$ cat src/rtl/demux_pkg.sv
// Shared types and constants for the 1:4 lane demultiplexer.
package demux_pkg;

   localparam int unsigned NUM_LANES  = 4;
   localparam int unsigned LANE_PTR_W = 2;
   localparam int unsigned IDLE_CNT_W = 4;

   typedef enum logic [0:0] {
      ST_EMPTY = 1'b0,
      ST_FILL  = 1'b1
   } state_e;

   typedef logic [LANE_PTR_W-1:0] lane_ptr_t;

   // True when the pointer addresses the final lane of a frame.
   function automatic logic is_last_lane(input lane_ptr_t ptr);
      return ptr == LANE_PTR_W'(NUM_LANES - 1);
   endfunction

endpackage

$ cat src/rtl/demux_idle_timer.sv
// Mid-frame idle counter; timeout is asserted combinationally on the idle
// cycle that would bring the count to IDLE_MAX.
module demux_idle_timer
   import demux_pkg::*;
#(
   parameter int unsigned IDLE_MAX = 3
) (
   input  logic clk_4f,
   input  logic reset,
   input  logic clear,
   input  logic enable,
   output logic timeout
);

   logic [IDLE_CNT_W-1:0] cnt;

   assign timeout = enable && !clear && (cnt == IDLE_CNT_W'(IDLE_MAX - 1));

   always_ff @(posedge clk_4f or posedge reset) begin
      if (reset) begin
         cnt <= '0;
      end else if (clear || timeout) begin
         cnt <= '0;
      end else if (enable) begin
         cnt <= cnt + IDLE_CNT_W'(1);
      end
   end

endmodule

$ cat src/rtl/demux1a4_cond.sv
// Serial-to-parallel 1:4 demux with idle-timeout abandonment of partial frames.
// Define DEMUX_PARTIAL_FLUSH_EN to flush held lanes on timeout instead of dropping them.
module demux1a4_cond
   import demux_pkg::*;
#(
   parameter int unsigned DATA_W   = 8,
   parameter int unsigned IDLE_MAX = 3
) (
   input  logic              clk_4f,
   input  logic              reset,
   input  logic              valid_in,
   input  logic [DATA_W-1:0] data_in,
   output logic [DATA_W-1:0] data_out0,
   output logic [DATA_W-1:0] data_out1,
   output logic [DATA_W-1:0] data_out2,
   output logic [DATA_W-1:0] data_out3,
   output logic              validout0,
   output logic              validout1,
   output logic              validout2,
   output logic              validout3,
   output logic              frame_valid,
   output logic              err_partial
);

   state_e                state, state_nx;
   lane_ptr_t             ptr, ptr_nx;
   logic [NUM_LANES-1:0]  mask, mask_nx;
   logic [DATA_W-1:0]     hold     [NUM_LANES];
   logic [DATA_W-1:0]     hold_nx  [NUM_LANES];
   logic [DATA_W-1:0]     dout_q   [NUM_LANES];
   logic [DATA_W-1:0]     dout_nx  [NUM_LANES];
   logic [NUM_LANES-1:0]  vout_q, vout_nx;
   logic                  fv_q, fv_nx;
   logic                  err_q, err_nx;
   logic                  timer_clear;
   logic                  timer_enable;
   logic                  timeout;

   // Counter only runs while a frame is partially filled and no byte arrives,
   // so a byte on the would-be timeout cycle always wins.
   assign timer_clear  = valid_in || (state == ST_EMPTY);
   assign timer_enable = (state == ST_FILL) && !valid_in;

   demux_idle_timer #(
      .IDLE_MAX (IDLE_MAX)
   ) u_idle_timer (
      .clk_4f  (clk_4f),
      .reset   (reset),
      .clear   (timer_clear),
      .enable  (timer_enable),
      .timeout (timeout)
   );

   always_ff @(posedge clk_4f or posedge reset) begin
      if (reset) begin
         state  <= ST_EMPTY;
         ptr    <= '0;
         mask   <= '0;
         vout_q <= '0;
         fv_q   <= 1'b0;
         err_q  <= 1'b0;
         for (int i = 0; i < NUM_LANES; i++) begin
            hold[i]   <= '0;
            dout_q[i] <= '0;
         end
      end else begin
         state  <= state_nx;
         ptr    <= ptr_nx;
         mask   <= mask_nx;
         vout_q <= vout_nx;
         fv_q   <= fv_nx;
         err_q  <= err_nx;
         for (int i = 0; i < NUM_LANES; i++) begin
            hold[i]   <= hold_nx[i];
            dout_q[i] <= dout_nx[i];
         end
      end
   end

   always_comb begin
      state_nx = state;
      ptr_nx   = ptr;
      mask_nx  = mask;
      hold_nx  = hold;
      dout_nx  = dout_q;
      vout_nx  = '0;
      fv_nx    = 1'b0;
      err_nx   = 1'b0;

      if (valid_in) begin
         hold_nx[ptr] = data_in;
         mask_nx[ptr] = 1'b1;
         ptr_nx       = ptr + LANE_PTR_W'(1);
         state_nx     = ST_FILL;
         if (is_last_lane(ptr)) begin
            // Lane 3 bypasses its hold register so delivery costs one cycle.
            for (int i = 0; i < NUM_LANES - 1; i++) begin
               dout_nx[i] = hold[i];
            end
            dout_nx[NUM_LANES-1] = data_in;
            vout_nx  = '1;
            fv_nx    = 1'b1;
            mask_nx  = '0;
            state_nx = ST_EMPTY;
         end
      end else if (timeout) begin
         err_nx   = 1'b1;
         ptr_nx   = '0;
         mask_nx  = '0;
         state_nx = ST_EMPTY;
`ifdef DEMUX_PARTIAL_FLUSH_EN
         for (int i = 0; i < NUM_LANES; i++) begin
            if (mask[i]) begin
               dout_nx[i] = hold[i];
            end
         end
         vout_nx = mask;
`endif
      end
   end

   assign data_out0   = dout_q[0];
   assign data_out1   = dout_q[1];
   assign data_out2   = dout_q[2];
   assign data_out3   = dout_q[3];
   assign validout0   = vout_q[0];
   assign validout1   = vout_q[1];
   assign validout2   = vout_q[2];
   assign validout3   = vout_q[3];
   assign frame_valid = fv_q;
   assign err_partial = err_q;

endmodule
$ cat config.mk
export PLATFORM = sky130hd
export DESIGN_NAME = demux1a4_cond
export DESIGN_NICKNAME = d
export VERILOG_FILES = /design/src/rtl/demux_pkg.sv /design/src/rtl/demux_idle_timer.sv /design/src/rtl/demux1a4_cond.sv
export SDC_FILE = /design/constraint.sdc
export NUM_CORES = 1
export LEC_CHECK = 0
export ABC_AREA = 1
export BUFFER_PORTS_ARGS = -buffer_cell sky130_fd_sc_hd__buf_4
export CAP_MARGIN = 20
export CORE_MARGIN = 2
export CORE_UTILIZATION = 23
export DETAILED_ROUTE_END_ITERATION = 8
export PLACE_DENSITY = 0.51
export SYNTH_ARGS = -nofsm -noshare
export SYNTH_HDL_FRONTEND = slang
export SYNTH_HIERARCHICAL = 1
export SYNTH_SLANG_ARGS = --single-unit
export TNS_END_PERCENT = 20
$ cat constraint.sdc
create_clock -name clk_4f -period 2.4 [get_ports clk_4f]
set_clock_uncertainty 0.05 [all_clocks]
set_input_delay 0 -clock clk_4f [delete_from_list [all_inputs] [get_ports clk_4f]]
set_output_delay 0 -clock clk_4f [all_outputs]
set_load 0.02 [all_outputs]
### Word-level counts from Yosys, hierarchy flattened

Cells that the tools add are included.

| operators by class | value |
|---|---|
| add/subtract/negate cells | 2 |
| magnitude comparators | 2 |
| equal/unequal tests | 2 |
| muxes and demuxes | 16 |
| bitwise operators | 2 |
| reductions and logical operators | 11 |

Operators with widths:

| operator | count |
|---|---|
| 32-bit bitwise mux | 1 |
| 8-bit demux with 2-bit select | 1 |
| 4-bit 2-to-1 mux | 4 |
| 8-bit 2-to-1 mux | 1 |
| 1-bit 2-to-1 mux | 7 |
| 4-bit by 1-bit adder with 4-bit output (second input constant) | 1 |
| 4-bit by 2-bit equality test with 1-bit output (second input constant) | 1 |
| 1-bit logical AND | 4 |
| 2-bit 2-to-1 mux | 2 |
| 2-bit nonzero test | 2 |
| 3-bit >= comparator (second input constant) | 1 |
| 3-bit by 1-bit < comparator with 1-bit output (second input constant) | 1 |
| 2-bit inverter with 3-bit output | 1 |
| 2-bit by 1-bit adder with 2-bit output (second input constant) | 1 |
| 2-bit equality test (second input constant) | 1 |
| 1-bit logical NOT | 2 |
| 1-bit logical OR | 2 |
| 2-bit AND reduction | 1 |
| 1-bit inverter | 1 |

| storage, ports and cells | value |
|---|---|
| bits in registers | 77 |
| input bits | 11 |
| output and inout bits | 38 |
| word-level logic and storage cells | 49 |

### Longest topological paths before layout

| logic depth | value |
|---|---|
| depth in word-level cells | 7 |
| gate-level depth with buffers | 7 |
| depth with buffers taken out | 7 |

### By module

The synthesis kept the hierarchy.

By module, submodules not included:

| module | instances | cells each | area each (µm²) | sequential area each (µm²) |
|---|---|---|---|---|
| demux1a4_cond | 1 | 278 | 2491.1 | 1526.5 |
| demux_idle_timer | 1 | 32 | 241.5 | 100.1 |

### Least setup slack after synthesis

No wires, ideal clock.

| timing path | value |
|---|---|
| kind | reg2reg |
| start point | register ptr[0] |
| end point | register dout_q, in the netlist data_out0[4] |
| library setup time | 0.065 ns |
| arrival time | 1.115 ns |
| setup slack | 1.170 ns |
| stages on the path, launching flop included | 7 |
| cell sequence | dfrtp_1 > ha_1 > buf_2 > nand2_1 > buf_4 > nand2_1 > nand2_1 |

| between the ends | value |
|---|---|
| longest elaborated chain between the ends | 2 |

Ends and longest elaborated chain:

| item | line | source |
|---|---|---|
| start, declared | demux1a4_cond.sv:26 | `lane_ptr_t ptr, ptr_nx;` |
| start signal, assigned | demux1a4_cond.sv:68 | `ptr <= ptr_nx;` |
| 2-bit equality test | demux_pkg.sv:17 | `return ptr == LANE_PTR_W'(NUM_LANES - 1);` |
| 2-bit AND reduction (no line) | n/a |  |
| end signal, assigned by index | demux1a4_cond.sv:75 | `dout_q[i] <= dout_nx[i];` |
| end, declared | demux1a4_cond.sv:30 | `logic [DATA_W-1:0] dout_q [NUM_LANES];` |

Every way passes these cells.
A chain may end at the register's enable or synchronous reset.

### Worst setup path in the final report

| timing path | value |
|---|---|
| start point | register ptr[0] |
| end point | register hold[24] (netlist bit) |

| between the ends | value |
|---|---|
| longest elaborated chain between the ends | 6 |

Ends and longest elaborated chain:

| item | line | source |
|---|---|---|
| 2-bit inverter with 3-bit output (implied by the code) (*) | demux1a4_cond.sv:91 | `hold_nx[ptr] = data_in;` |
| 3-bit >= comparator (implied by the code) or 3-bit by 1-bit < comparator with 1-bit output (tied branches) | demux1a4_cond.sv:91 |  |
| 1-bit logical AND (implied by the code) | demux1a4_cond.sv:91 |  |
| 8-bit 2-to-1 mux (implied by the code) | demux1a4_cond.sv:91 |  |
| 8-bit demux with 2-bit select (*) | demux1a4_cond.sv:91 |  |
| 32-bit bitwise mux (*) | demux1a4_cond.sv:91 |  |
| end signal, assigned by index | demux1a4_cond.sv:74 | `hold[i] <= hold_nx[i];` |
| end, declared | demux1a4_cond.sv:28 | `logic [DATA_W-1:0] hold [NUM_LANES];` |

Every way passes the cells marked *; elsewhere a longest branch is shown, timed or not.

==> results.md <==
- Vias per inst: 4.274
- Netlist cell types: 14
- Comb pwr share: 0.305
- R2R Path End: hold[24]
- Nets: 377
- CP Cell Sequence: inv_1 > ha_1 > nand2_1 > nand2_1 > nand2_1
- Worst-path maximum fanout: 9
- Worst slew pin tran: 0.6993 ns
- RSZ-0062 raised after global routing: false
- Final period util: 0.6313
- Top FF cell, synth: dfrtp_1
- Crit path max-delay cell type: dfrtp_1
- Internal power: 0.003194 W
- Die width: 113 um
- Yosys warns: 6
- DIE AREA: 12,770 um2
- Clock buffer depth: 2
- VDD IR max: 0.0004901 V
- Drt pass-1 iters: 6
- Min-Delay Path Class: in -> async
- Part of the power in registers: 0.384
- Critical path's largest stage delay: 0.41 ns
- Final Setup Violations: 0
- Most frequent cells after synthesis: nand2_1 (135), dfrtp_1 (65), nand3_1 (56)
- Lkg Pwr: 1.917 nW
- Worst Setup Path Type: reg -> reg
- Clk Latency, worst-skew pair: 0.32 ns
- Peak Freq: 660.1 MHz
- Drc violations: 4
- Mapped Area: 2733 um2
- Final ANT Viol Nets: 0
- First-pass GRT wire length: 10,950 um
- Post-CTS Setup Inserts: 0
- Switch share: 0.3342
- Synthesized instance count: 310
- Number of flops mapped to enable cells by yosys: 0
- Slew margin rel.: 0.5338
- Final instance area: 3606 um2
- Max Slew Vio Count: 0
- # clock sinks: 65
- Setup crit end kind: flop
- Clock Root Buffer: clkbuf_16
- R2R depth: 5
- Failing checks: DRC
- I/O Buffers: 48
- Synth Register Bits: 65
- Starting density of the core: 0.2373
- Grt ovf: 0
- TritonCTS clock tree: yes
- Placed inst area: 3171 um2
- Initial antenna violation count: 0
- Drt total wl: 6416 um
- Num rows: 39
- Largest cells by area after synthesis: dfrtp_1 (60%), nand2_1 (19%), nand3_1 (10%)
- DR iter-0 viols: 103
- Mapped Nets: 327
- Dominant cell type by area after synthesis: dfrtp_1
- Fin worst setup slack: 0.8850 ns
- Reg-to-Reg Start: ptr[0]
- Total Power: 0.004797 W
- Outcome: finished, violations left
- HPWL Detailed: 4260 um
- Area added between synthesis and finish: 31.96%
- Worst path required time: 2.56 ns
- Largest net degree at the start of global routing: 67
- I/O pin count: 49
- Final core utilization: 0.3131
- Vias after detailed routing: 2,171
- Placeable Area: 11,520 um2
- CTS buffer count: 9
- Most numerous cell in the Yosys netlist: nand2_1
- CP dominant cell by count: nand2_1
- GRT Total Usage: 0.1080
- Max cap viols: 0
- Hold Vio Cnt, Final: 0
- Sequential fraction of the synthesis area: 0.5952
- N_diodes: 0
- Critical Path AT: 1.68 ns
- Synth async-reset ratio: 1.000
- Vias in the first global route: 2,136
- Share of total power in the clock network: 0.312
- CTS HTree Levels: 3
- Placer Congestion: 0.7031
- Pre-CTS setup slack: 0.8877 ns
- Post-synth top area share: 0.5952
- Cell Pwr Density: 1330 nW/um2
- CTS clk-pin slew, worst paths: 0.05 ns
- Layout cells sized above 1: 0.1890
- Die H: 113 um
- Setup_tns: 0 ns
- WL/cell: 12.63 um
- Mapped Avg Cell Area: 8.815 um2
- Reg-to-reg slack, setup: 0.88 ns
- Crit path launch type: flop
- Fin crit period: 1.515 ns
- NetSw: 0.001603 W
## per-stage QoR
step | hold WS (ns) | instances
after floorplan | -0.2839 | 310
after detailed placement | -0.1351 | 483
final | 0.08234 | 508
after global placement | -0.1389 | 483
after CTS | 0.07196 | 508
after global routing | 0.09621 | 508
## worst max path at each step
stage	start	endpoint	slack [ns]	cells after the start
5_1_grt	ptr[0]	hold[11]	0.73	5
6_report	ptr[0]	hold[24]	0.88	5
3_3_place_gp	ptr[0]	hold[15]	0.91	5
2_1_floorplan	reset	data_out0[0]	0.84	1
3_5_place_dp	ptr[0]	hold[25]	0.89	5
4_1_cts	ptr[0]	hold[25]	0.88	5
## final cells by class
type | count | area, um2
Clock inverter | 5 | 102.6
Inverter | 14 | 52.55
Timing Repair Buffer | 60 | 473.0
Clock buffer | 11 | 242.7
Multi-Input combinational cell | 210 | 929.6
Tap cell | 143 | 178.9
Fill cell | 1227 | 7910
Sequential cell | 65 | 1627
## cell families after synthesis
family / after synthesis / share of synthesized area
compound gates: 3 / 0.007784
flops: 65 / 0.5952
xor+xnor: 1 / 0.003206
simple gates: 200 / 0.3017
fa+ha+maj: 6 / 0.02747
buf+inv: 35 / 0.06456
## cell usage in the layout, fill, tap and decap left out
cell,netlist,layout
nor2_1,7,7
nand2_1,135,135
inv_1,14,13
dlygate4sd3_1,0,9
clkbuf_16,0,9
clkinv_2,0,1
dfrtp_1,65,65
clkbuf_8,0,1
nor3_1,1,1
bufinv_16,0,3
clkinvlp_4,0,1
xor2_1,1,1
inv_2,0,1
nor2_2,1,1
o21ai_1,2,2
o21bai_2,1,1
buf_4,8,51
nand3_1,56,56
clkbuf_1,0,1
ha_1,6,6
## layer usage
layer	wire, um	global-route usage	up-vias	part of all wire
met2	2986	0.1701	53	0.47
met3	410	0.04071	6	0.064
li1	-	-	1075	-
met1	2972	0.1420	1037	0.46
met4	46	0.02439	0	0.0072
met5	0	0	-	0
## critical path: cells and delay by family, from the launching register on
kind          cells  cell delay, ns
buf+inv           1            0.11
simple gates      3            0.46
fa+ha+maj         1            0.38
flops             1            0.41
## flip-flops by register name, indices dropped and copies added, names as in the netlist
name,count
ptr,2
err_partial,1
hold,24
data_out1,8
data_out0,8
data_out2,8
u_idle_timer/cnt,4
data_out3,8
vout_q,1
state,1
## power groups by stage
stage	Combinational [W]	Clock [W]	Sequential, W
finish	0.00146	0.00150	0.00184
global route	0.00164	0.00157	0.00190
CTS	0.00149	0.00153	0.00185
detailed placement	0.00148	0	0.00186
global placement	0.00146	0	0.00185
floorplan	0.000583	0	0.00212
## timing repair
item,CTS,global route
gates resized for setup,0,0
endpoints found under the setup margin,0,0
hold endpoints to repair,42,0
hold buffers,9,0
(Power assumes the default switching activity.)
